<file path="src/rtl/hilo_muldiv_unit_pkg.sv">
// hilo_muldiv_unit_pkg: op codes, FSM states and the wide-product helper for the HI/LO muldiv unit.
package hilo_muldiv_unit_pkg;

   localparam int MAX_W = 64;

   localparam logic [3:0] OP_MULT  = 4'd0;
   localparam logic [3:0] OP_MULTU = 4'd1;
   localparam logic [3:0] OP_MADD  = 4'd2;
   localparam logic [3:0] OP_MADDU = 4'd3;
   localparam logic [3:0] OP_MSUB  = 4'd4;
   localparam logic [3:0] OP_MSUBU = 4'd5;
   localparam logic [3:0] OP_DIV   = 4'd6;
   localparam logic [3:0] OP_DIVU  = 4'd7;
   localparam logic [3:0] OP_MTHI  = 4'd8;
   localparam logic [3:0] OP_MTLO  = 4'd9;

   typedef enum logic [1:0] {ST_IDLE, ST_DIV, ST_FIX} state_t;

   // Widen a w-bit operand to 2*MAX_W bits, sign- or zero-extending from bit w-1.
   function automatic logic [2*MAX_W-1:0] extend(input logic [MAX_W-1:0] a, input int w, input logic sgn);
      logic [2*MAX_W-1:0] t;
      t = {{MAX_W{1'b0}}, a} << (2*MAX_W - w);
      return sgn ? $unsigned($signed(t) >>> (2*MAX_W - w)) : t >> (2*MAX_W - w);
   endfunction

   // Low 2*w bits of the result are the exact signed/unsigned product of two w-bit operands.
   function automatic logic [2*MAX_W-1:0] wide_product(input logic [MAX_W-1:0] a, input logic [MAX_W-1:0] b,
                                                      input int w, input logic sgn);
      return extend(a, w, sgn) * extend(b, w, sgn);
   endfunction

endpackage

</file>
<file path="src/rtl/hilo_muldiv_unit_div_iter_core.sv">
// div_iter_core: unsigned restoring divider, one quotient bit per enabled cycle.
module div_iter_core #(
   parameter int WIDTH = 32
) (
   input  logic             clk,
   input  logic             rst_n,
   input  logic             load,
   input  logic             step,
   input  logic [WIDTH-1:0] dividend,
   input  logic [WIDTH-1:0] divisor,
   output logic [WIDTH-1:0] quotient,
   output logic [WIDTH-1:0] remainder,
   output logic             last
);

   localparam int CW = $clog2(WIDTH) + 1;

   logic [CW-1:0]    count;
   logic [WIDTH-1:0] dvs;
   logic [WIDTH:0]   shifted;
   logic             ge;

   // The dividend lives in the quotient register and is shifted out MSB-first as quotient bits shift in.
   always_comb begin
      shifted = {remainder, quotient[WIDTH-1]};
      ge      = shifted >= {1'b0, dvs};
      last    = count == CW'(WIDTH - 1);
   end

   always_ff @(posedge clk) begin
      if (!rst_n) begin
         count     <= '0;
         dvs       <= '0;
         quotient  <= '0;
         remainder <= '0;
      end else if (load) begin
         count     <= '0;
         dvs       <= divisor;
         quotient  <= dividend;
         remainder <= '0;
      end else if (step) begin
         count     <= count + CW'(1);
         quotient  <= {quotient[WIDTH-2:0], ge};
         remainder <= ge ? WIDTH'(shifted - {1'b0, dvs}) : shifted[WIDTH-1:0];
      end
   end

endmodule

</file>
<file path="src/rtl/hilo_muldiv_unit.sv">
// hilo_muldiv_unit: EX-stage multiply/accumulate and iterative divide with an owned HI/LO register pair.
module hilo_muldiv_unit
   import hilo_muldiv_unit_pkg::*;
#(
   parameter int WIDTH = 32
) (
   input  logic             Clk,
   input  logic             Rst,
   input  logic             Start,
   input  logic [3:0]       Op,
   input  logic [WIDTH-1:0] OperandA,
   input  logic [WIDTH-1:0] OperandB,
   input  logic             Flush,
   output logic             Busy,
   output logic             Done,
   output logic [WIDTH-1:0] HiOut,
   output logic [WIDTH-1:0] LoOut
);

   localparam int W2 = 2 * WIDTH;

   state_t           state;
   logic [WIDTH-1:0] hi, lo, a_hold, a_mag, b_mag, quo, rem;
   logic [W2-1:0]    hilo, prod, acc_res;
   logic             is_div, is_signed, op_ok, go, last, neg_q, neg_r, dz;

   always_comb begin
      is_div    = Op == OP_DIV || Op == OP_DIVU;
      is_signed = Op == OP_MULT || Op == OP_MADD || Op == OP_MSUB || Op == OP_DIV;
      op_ok     = Op <= OP_MTLO;
      go        = Start && !Flush && state == ST_IDLE;
      a_mag     = (is_signed && OperandA[WIDTH-1]) ? -OperandA : OperandA;
      b_mag     = (is_signed && OperandB[WIDTH-1]) ? -OperandB : OperandB;
      prod      = W2'(wide_product(MAX_W'(OperandA), MAX_W'(OperandB), WIDTH, is_signed));
      hilo      = {hi, lo};
      acc_res   = (Op == OP_MULT || Op == OP_MULTU) ? prod :
                  (Op == OP_MADD || Op == OP_MADDU) ? hilo + prod :
                  (Op == OP_MSUB || Op == OP_MSUBU) ? hilo - prod :
                  (Op == OP_MTHI) ? {OperandA, lo} : {hi, OperandA};
   end

   div_iter_core #(.WIDTH(WIDTH)) u_core (
      .clk       (Clk),
      .rst_n     (Rst),
      .load      (go && is_div),
      .step      (state == ST_DIV && !Flush),
      .dividend  (a_mag),
      .divisor   (b_mag),
      .quotient  (quo),
      .remainder (rem),
      .last      (last)
   );

   always_ff @(posedge Clk) begin
      if (!Rst) begin
         state  <= ST_IDLE;
         hi     <= '0;
         lo     <= '0;
         Done   <= 1'b0;
         a_hold <= '0;
         neg_q  <= 1'b0;
         neg_r  <= 1'b0;
         dz     <= 1'b0;
      end else begin
         Done <= 1'b0;
         if (go && is_div) begin
            state  <= ST_DIV;
            a_hold <= OperandA;
            dz     <= OperandB == '0;
            neg_q  <= is_signed && (OperandA[WIDTH-1] ^ OperandB[WIDTH-1]);
            neg_r  <= is_signed && OperandA[WIDTH-1];
         end else if (go && op_ok) begin
            {hi, lo} <= acc_res;
            Done     <= 1'b1;
         end else if (state == ST_DIV) begin
            state <= Flush ? ST_IDLE : last ? ST_FIX : ST_DIV;
         end else if (state == ST_FIX) begin
            state <= ST_IDLE;
            // Divide by zero keeps the dividend in HI; the sign fix-up is bypassed.
            if (!Flush) begin
               hi   <= dz ? a_hold : neg_r ? -rem : rem;
               lo   <= dz ? '1 : neg_q ? -quo : quo;
               Done <= 1'b1;
            end
         end
      end
   end

   assign Busy  = state != ST_IDLE;
   assign HiOut = hi;
   assign LoOut = lo;

endmodule

</file>
<file path="config.mk">
export PLATFORM = sky130hd
export DESIGN_NAME = hilo_muldiv_unit
export DESIGN_NICKNAME = d
export VERILOG_FILES = /design/src/rtl/hilo_muldiv_unit_pkg.sv /design/src/rtl/hilo_muldiv_unit_div_iter_core.sv /design/src/rtl/hilo_muldiv_unit.sv
export SDC_FILE = /design/constraint.sdc
export NUM_CORES = 2
export LEC_CHECK = 0
export CAP_MARGIN = 20
export CORE_ASPECT_RATIO = 0.6
export CORE_UTILIZATION = 52
export DETAILED_ROUTE_END_ITERATION = 7
export PLACE_DENSITY = 0.68
export SETUP_SLACK_MARGIN = 0.3
export SLEW_MARGIN = 20
export SYNTH_ARGS = -nofsm -noshare
export SYNTH_HDL_FRONTEND = slang
export SYNTH_HIERARCHICAL = 1
export SYNTH_SLANG_ARGS = --single-unit
</file>
<file path="constraint.sdc">
create_clock -name Clk -period 33.3 [get_ports Clk]
set_clock_uncertainty 0.15 [all_clocks]
set_input_delay 9.99 -clock Clk [delete_from_list [all_inputs] [get_ports Clk]]
set_output_delay 9.99 -clock Clk [all_outputs]
set_load 0.02 [all_outputs]
</file>
# Word level (Yosys, flattened, before mapping)
# Cells that the tools add are included.
op_classes:
  add_sub_neg: 8
  mul: 1
  n_div: 0
  order_cmp: 2
  eq_ne: 16
  n_shift: 0
  muxes: 33
  n_bitwise: 4
  reduce_logical: 29
ops:
  columns: ["operator", "count"]
  rows:
  - ["2-to-1 mux 32 bit", 17]
  - ["2-to-1 mux 128 bit", 2]
  - ["2-to-1 mux 64 bit", 4]
  - ["multiplier 128 x 128 -> 64 bit", 1]
  - ["negation 32 bit", 4]
  - ["adder 64 bit", 1]
  - ["subtractor 64 bit", 1]
  - [">= comparator 33 x 32 -> 1 bit", 1]
  - ["logical NOT 32 bit", 1]
  - ["subtractor 32 bit", 1]
  - ["== test 4 x 3 -> 1 bit (second input constant)", 4]
  - ["!= test 5 bit (second input constant)", 2]
  - ["AND reduction 5 bit", 2]
  - ["== test 4 x 2 -> 1 bit (second input constant)", 2]
  - ["logical AND 1 bit", 8]
  - ["2-to-1 mux 2 bit", 4]
  - ["nonzero test 2 bit", 4]
  - ["logical OR 1 bit", 7]
  - ["adder 6 x 1 -> 6 bit (second input constant)", 1]
  - ["== test 6 x 5 -> 1 bit (second input constant)", 1]
  - ["2-to-1 mux 1 bit", 6]
  - ["!= test 2 x 1 -> 1 bit (second input constant)", 3]
  - ["== test 4 x 1 -> 1 bit (second input constant)", 1]
  - ["== test 4 bit (second input constant)", 1]
  - ["other kinds (11)", 14]
totals:
  reg_bits: 204
  latch_bits: 0
  ramBits: 0
  rom_bits: 0
  inputBits: 72
  output_inout_bits: 66
  word_cells: 106
  memories: 0

# Logic depth before layout (Yosys ltp)
depth:
  ltp_word: 11
  depth_mapped: 49
  depth_no_buf: 45

# By module
# Netlist, hierarchy kept.
modules_own_cells:
  columns: ["mod", "instances", "cells_per_inst", "area_each_um2"]
  rows:
  - ["hilo_muldiv_unit", 1, 7469, 64071.4]
  - ["div_iter_core", 1, 748, 6236.0]

# Worst setup path after synthesis
# Ideal clock, no wire load.
synth_timing:
  path_kind: "input to register"
  startpoint: "input port Op[0]"
  endpoint: "register hi[30] (netlist: HiOut[30])"
  setup_time_ns: 0.117
  t_arrival_ns: 21.085
  setup_slack_ns: 11.948
  cell_stages: 43
  path_buffers: 4
  path_cell_list: "nor2_1 -> and2_1 -> clkbuf_1 -> clkbuf_1 -> clkbuf_1 -> nand2_1 -> fa_1 -> inv_1 -> fa_1 -> fa_1 -> inv_1 -> fa_1 -> inv_1 -> fa_1 -> fa_1 -> fa_1 -> fa_1 -> fa_1 -> [7 not listed] -> a21o_1 -> a21o_1 -> a21oi_1 -> o21ai_0 -> a31oi_1 -> o31ai_2 -> a31oi_1 -> xor2_1 -> inv_1 -> ha_1 -> and3_1 -> and4_1 -> a211o_1 -> a41o_1 -> o31ai_1 -> mux2i_1 -> o211ai_1 -> a22o_1"
synth_via:
  elab_chain_len: 11
  word_cells_on_any_way: 34
  cone_classes: "add/sub: 2; mul: 1; order compare: 1; eq/ne: 11; mux: 6; bitwise: 1; reduce/logical: 12"
synth_lines:
  columns: ["element", "line", "text"]
  rows:
  - ["from (decl)", "hilo_muldiv_unit.sv:10", "input logic [3:0] Op,"]
  - ["== test 4 x 2 -> 1 bit / logical NOT 4 bit (equally long branches)", "hilo_muldiv_unit.sv:29, hilo_muldiv_unit.sv:37, hilo_muldiv_unit.sv:36", null]
  - ["logical OR 1 bit (3 in series)", "hilo_muldiv_unit.sv:29", "is_signed = Op == OP_MULT || Op == OP_MADD || Op == OP_MSUB || Op == OP_DIV;"]
  - ["2-to-1 mux 128 bit", "hilo_muldiv_unit_pkg.sv:23", "return sgn ? $unsigned($signed(t) >>> (2*MAX_W - w)) : t >> (2*MAX_W - w);"]
  - ["multiplier 128 x 128 -> 64 bit", "hilo_muldiv_unit_pkg.sv:29", "return extend(a, w, sgn) * extend(b, w, sgn);"]
  - ["subtractor 64 bit", "hilo_muldiv_unit.sv:38", "(Op == OP_MSUB || Op == OP_MSUBU) ? hilo - prod :"]
  - ["2-to-1 mux 64 bit", "hilo_muldiv_unit.sv:38", null]
  - ["2-to-1 mux 64 bit", "hilo_muldiv_unit.sv:37", "(Op == OP_MADD || Op == OP_MADDU) ? hilo + prod :"]
  - ["2-to-1 mux 64 bit", "hilo_muldiv_unit.sv:36", "acc_res = (Op == OP_MULT || Op == OP_MULTU) ? prod :"]
  - ["2-to-1 mux 32 bit", "hilo_muldiv_unit.sv:72", "end else if (go && op_ok) begin"]
  - ["to (signal assigned)", "hilo_muldiv_unit.sv:73", "{hi, lo} <= acc_res;"]
  - ["to (signal assigned)", "hilo_muldiv_unit.sv:81", "hi <= dz ? a_hold : neg_r ? -rem : rem;"]
  - ["to (decl)", "hilo_muldiv_unit.sv:23", "logic [WIDTH-1:0] hi, lo, a_hold, a_mag, b_mag, quo, rem;"]
# Several ways; a longest one is shown, not always the timed one.
# A chain may end at the register's enable or synchronous reset.

# Worst setup path after layout
layout_timing:
  startpoint: "input port Op[3]"
  endpoint: "register hi[28] (netlist: HiOut[28])"
# The elaborated chain is that of the path after synthesis.

==> metrics <==
status finished, final reports clean; CP Class input port to flip-flop; input/output buffers 137; share of the synthesized area in the top cell type 40.7%; Vias/cell 6.05; total CTS buffers 27; FF+latch count, synth 204; Tmin final 23.72 ns; Cell Area, Synth 0.0703 mm²; core area 0.134 mm²; die height 287 µm; Final Setup Violations 0; routed vias 59578; die area 0.137 mm²; syn_nets 10192; most numerous cell in the Yosys netlist inv_1; layout cell share with drive strength beyond 1 3.58%; R2R Path End HiOut[25]$_SDFFE_PN0P_; Hold EP a_hold[21]$_SDFFE_PN0P_; Critical Path Fanout Max 22; Worst Hold Path Cells 2; Mapped Avg Cell Area 8.56 µm²; P&R area growth vs syn 5.09%; first-pass GRT wire length 397 mm; Yosys warning count 6; vias in the first global route 58891; clk buf depth 3; fin crit share 71.2%; Final Hold Vio Count 0; Synth Flop Type dfxtp_1; I/O pin count 138; slowest CP cell o41ai_1; Hold Path Class flip-flop to flip-flop; H-tree depth 1; final worst setup slack 9.58 ns; worst hold start a_hold[21]$_SDFFE_PN0P_; sequential share of the synthesized area 5.81%; FF-to-FF path depth 13; leading area contributor after synthesis fa_1; drt first pass iters 6; Die W 477 µm; initial antenna violation count 12; routed wire length per instance 27.2 µm; # nets final 10002; Post-synth EDFFs 0; GPL Wtd Cong 1.05; initial DRC count 8257; max_cap viols 0; max incr delay on CP 0.90 ns; Post-CTS Setup Inserts 0; CTS root buf clkbuf_16; Async S/R FF share, synth 0%; r2r setup slk 28.05 ns; Routed Antenna Nets 0; Post-Route WL 268 mm; clock slew at reported path FFs 0.07 ns; Max-slew headroom 12.9%; Cells after Synth 8217; Final Max Tran Viols 0; Initial Utilization 52.4%; crit path capture type flip-flop; WP data required 33.66 ns; Setup TNS 0 ns; # hold bufs at CTS 0; Arr. time, crit path 24.08 ns; Synth top cells by count inv_1 (1729), fa_1 (1429), nand2_1 (856); dpl ws 9.27 ns; CP startpoint kind input port; Clk Latency, worst-skew pair 0.60 ns; most frequent CP cell fa_1; RSZ-0062 raised after global routing no; TritonCTS clock tree done; post-synth cell types 104; RR Startpoint LoOut[2]$_SDFFE_PN0P_; GRT Resource Usage Total 39.3%; Post-route DRC 0; f_max 0.0422 GHz; HPWL after DPL 215 mm; GRT overflow 0; # rows 104; clock sinks 204; Slew @ Worst Pin 1.30 ns; Synth area leaders fa_1 (41%), inv_1 (9.2%), ha_1 (8.4%); pin count of the biggest net entering global routing 83; post-CTS sizing 0
## layout by cell type, fill, tap and decap left out, types with 84 or more instances in the layout
master           netlist  final
nand2_1              856    855
a21o_1                89     89
ha_1                 474    474
xor2_1               115    115
dfxtp_1              204    203
clkdlybuf4s50_1        0    103
nor2_1               238    233
mux2i_1               84     84
o21ai_0              276    275
buf_4                  2    125
a21oi_1              352    351
fa_1                1429   1429
and2_1               586    584
inv_1               1729   1729
xnor2_1              215    210
## cell families (layout without fill, tap and decap cells)
group / Yosys count / after routing / share of synthesized area [%]
fa+ha+maj: 1906 / 1906 / 49.2
xor+xnor: 331 / 331 / 4.14
mux: 91 / 91 / 1.31
flops: 204 / 204 / 5.81
buf+inv: 2211 / 2041 / 11.9
compound gates: 1328 / 1328 / 12.5
simple gates: 2146 / 2146 / 15.2
other cells: 0 / 5 / 0
## cell type report
class / count / area (µm²)
sequential: 204 / 4090
clock inverter: 16 / 236
timing repair buffer: 259 / 2120
multi-input combinational: 5802 / 57900
antenna: 5 / 12.5
tap: 1802 / 2250
fill: 12343 / 60300
clock buffer: 33 / 738
inverter: 1733 / 6510
## metrics by stage
| step | instance area, µm² | utilization (%) | hold slack, ns | cells |
|---|---|---|---|---|
| after global placement | 72900 | 54.3 | 0.298 | 9800 |
| after detailed placement | 72900 | 54.3 | 0.307 | 9800 |
| after floorplan | 70300 | - | 0.290 | 8217 |
| after global routing | 73900 | 55.1 | 0.338 | 9850 |
| after CTS | 73800 | 55.0 | 0.316 | 9849 |
| final | 73900 | 55.1 | 0.316 | 9854 |
## worst max-delay path, delay by kind of cell
| kind | cells | cell delay (ns) |
|---|---|---|
| AOI/OAI and AO/OA | 11 | 3.36 |
| xor gates and xnor gates | 2 | 0.68 |
| buffers and inverters | 8 | 1.84 |
| adders and majority gates | 12 | 5.93 |
| and+or+nand+nor | 10 | 2.22 |
## metal layers
metal / vias up / share of wire, % / GRT usage [%]
li1: 25173 / - / -
met1: 30063 / 45 / 61.4
met2: 3985 / 35 / 47.3
met3: 347 / 17 / 18.5
met4: 10 / 2.3 / 8.03
met5: - / 0.023 / 0
## sequential cells by signal (all words and copies together) (netlist names)
signal,count
Done,1
u_core/remainder,32
a_hold,32
u_core/dvs,32
dz,1
neg_q,1
state,2
u_core/count,6
LoOut,32
neg_r,1
HiOut,32
u_core/quotient,32
## how the worst max path moves through the flow
stage / startpoint / cells past startpoint / slack [ns] / to
after CTS: Op[3] / 43 / 9.88 / HiOut[31]$_SDFFE_PN0P_
after global placement: Op[3] / 43 / 9.49 / HiOut[31]$_SDFFE_PN0P_
after global routing: Op[3] / 43 / 9.11 / HiOut[28]$_SDFFE_PN0P_
final: Op[3] / 43 / 9.58 / HiOut[28]$_SDFFE_PN0P_
after floorplan: Op[0] / 43 / 11.95 / HiOut[30]$_SDFFE_PN0P_
after detailed placement: Op[3] / 43 / 9.27 / HiOut[31]$_SDFFE_PN0P_
Power is left out: the tool's default activity adds up to more than one toggle a clock period on the data nets, which glitch-free logic cannot reach.
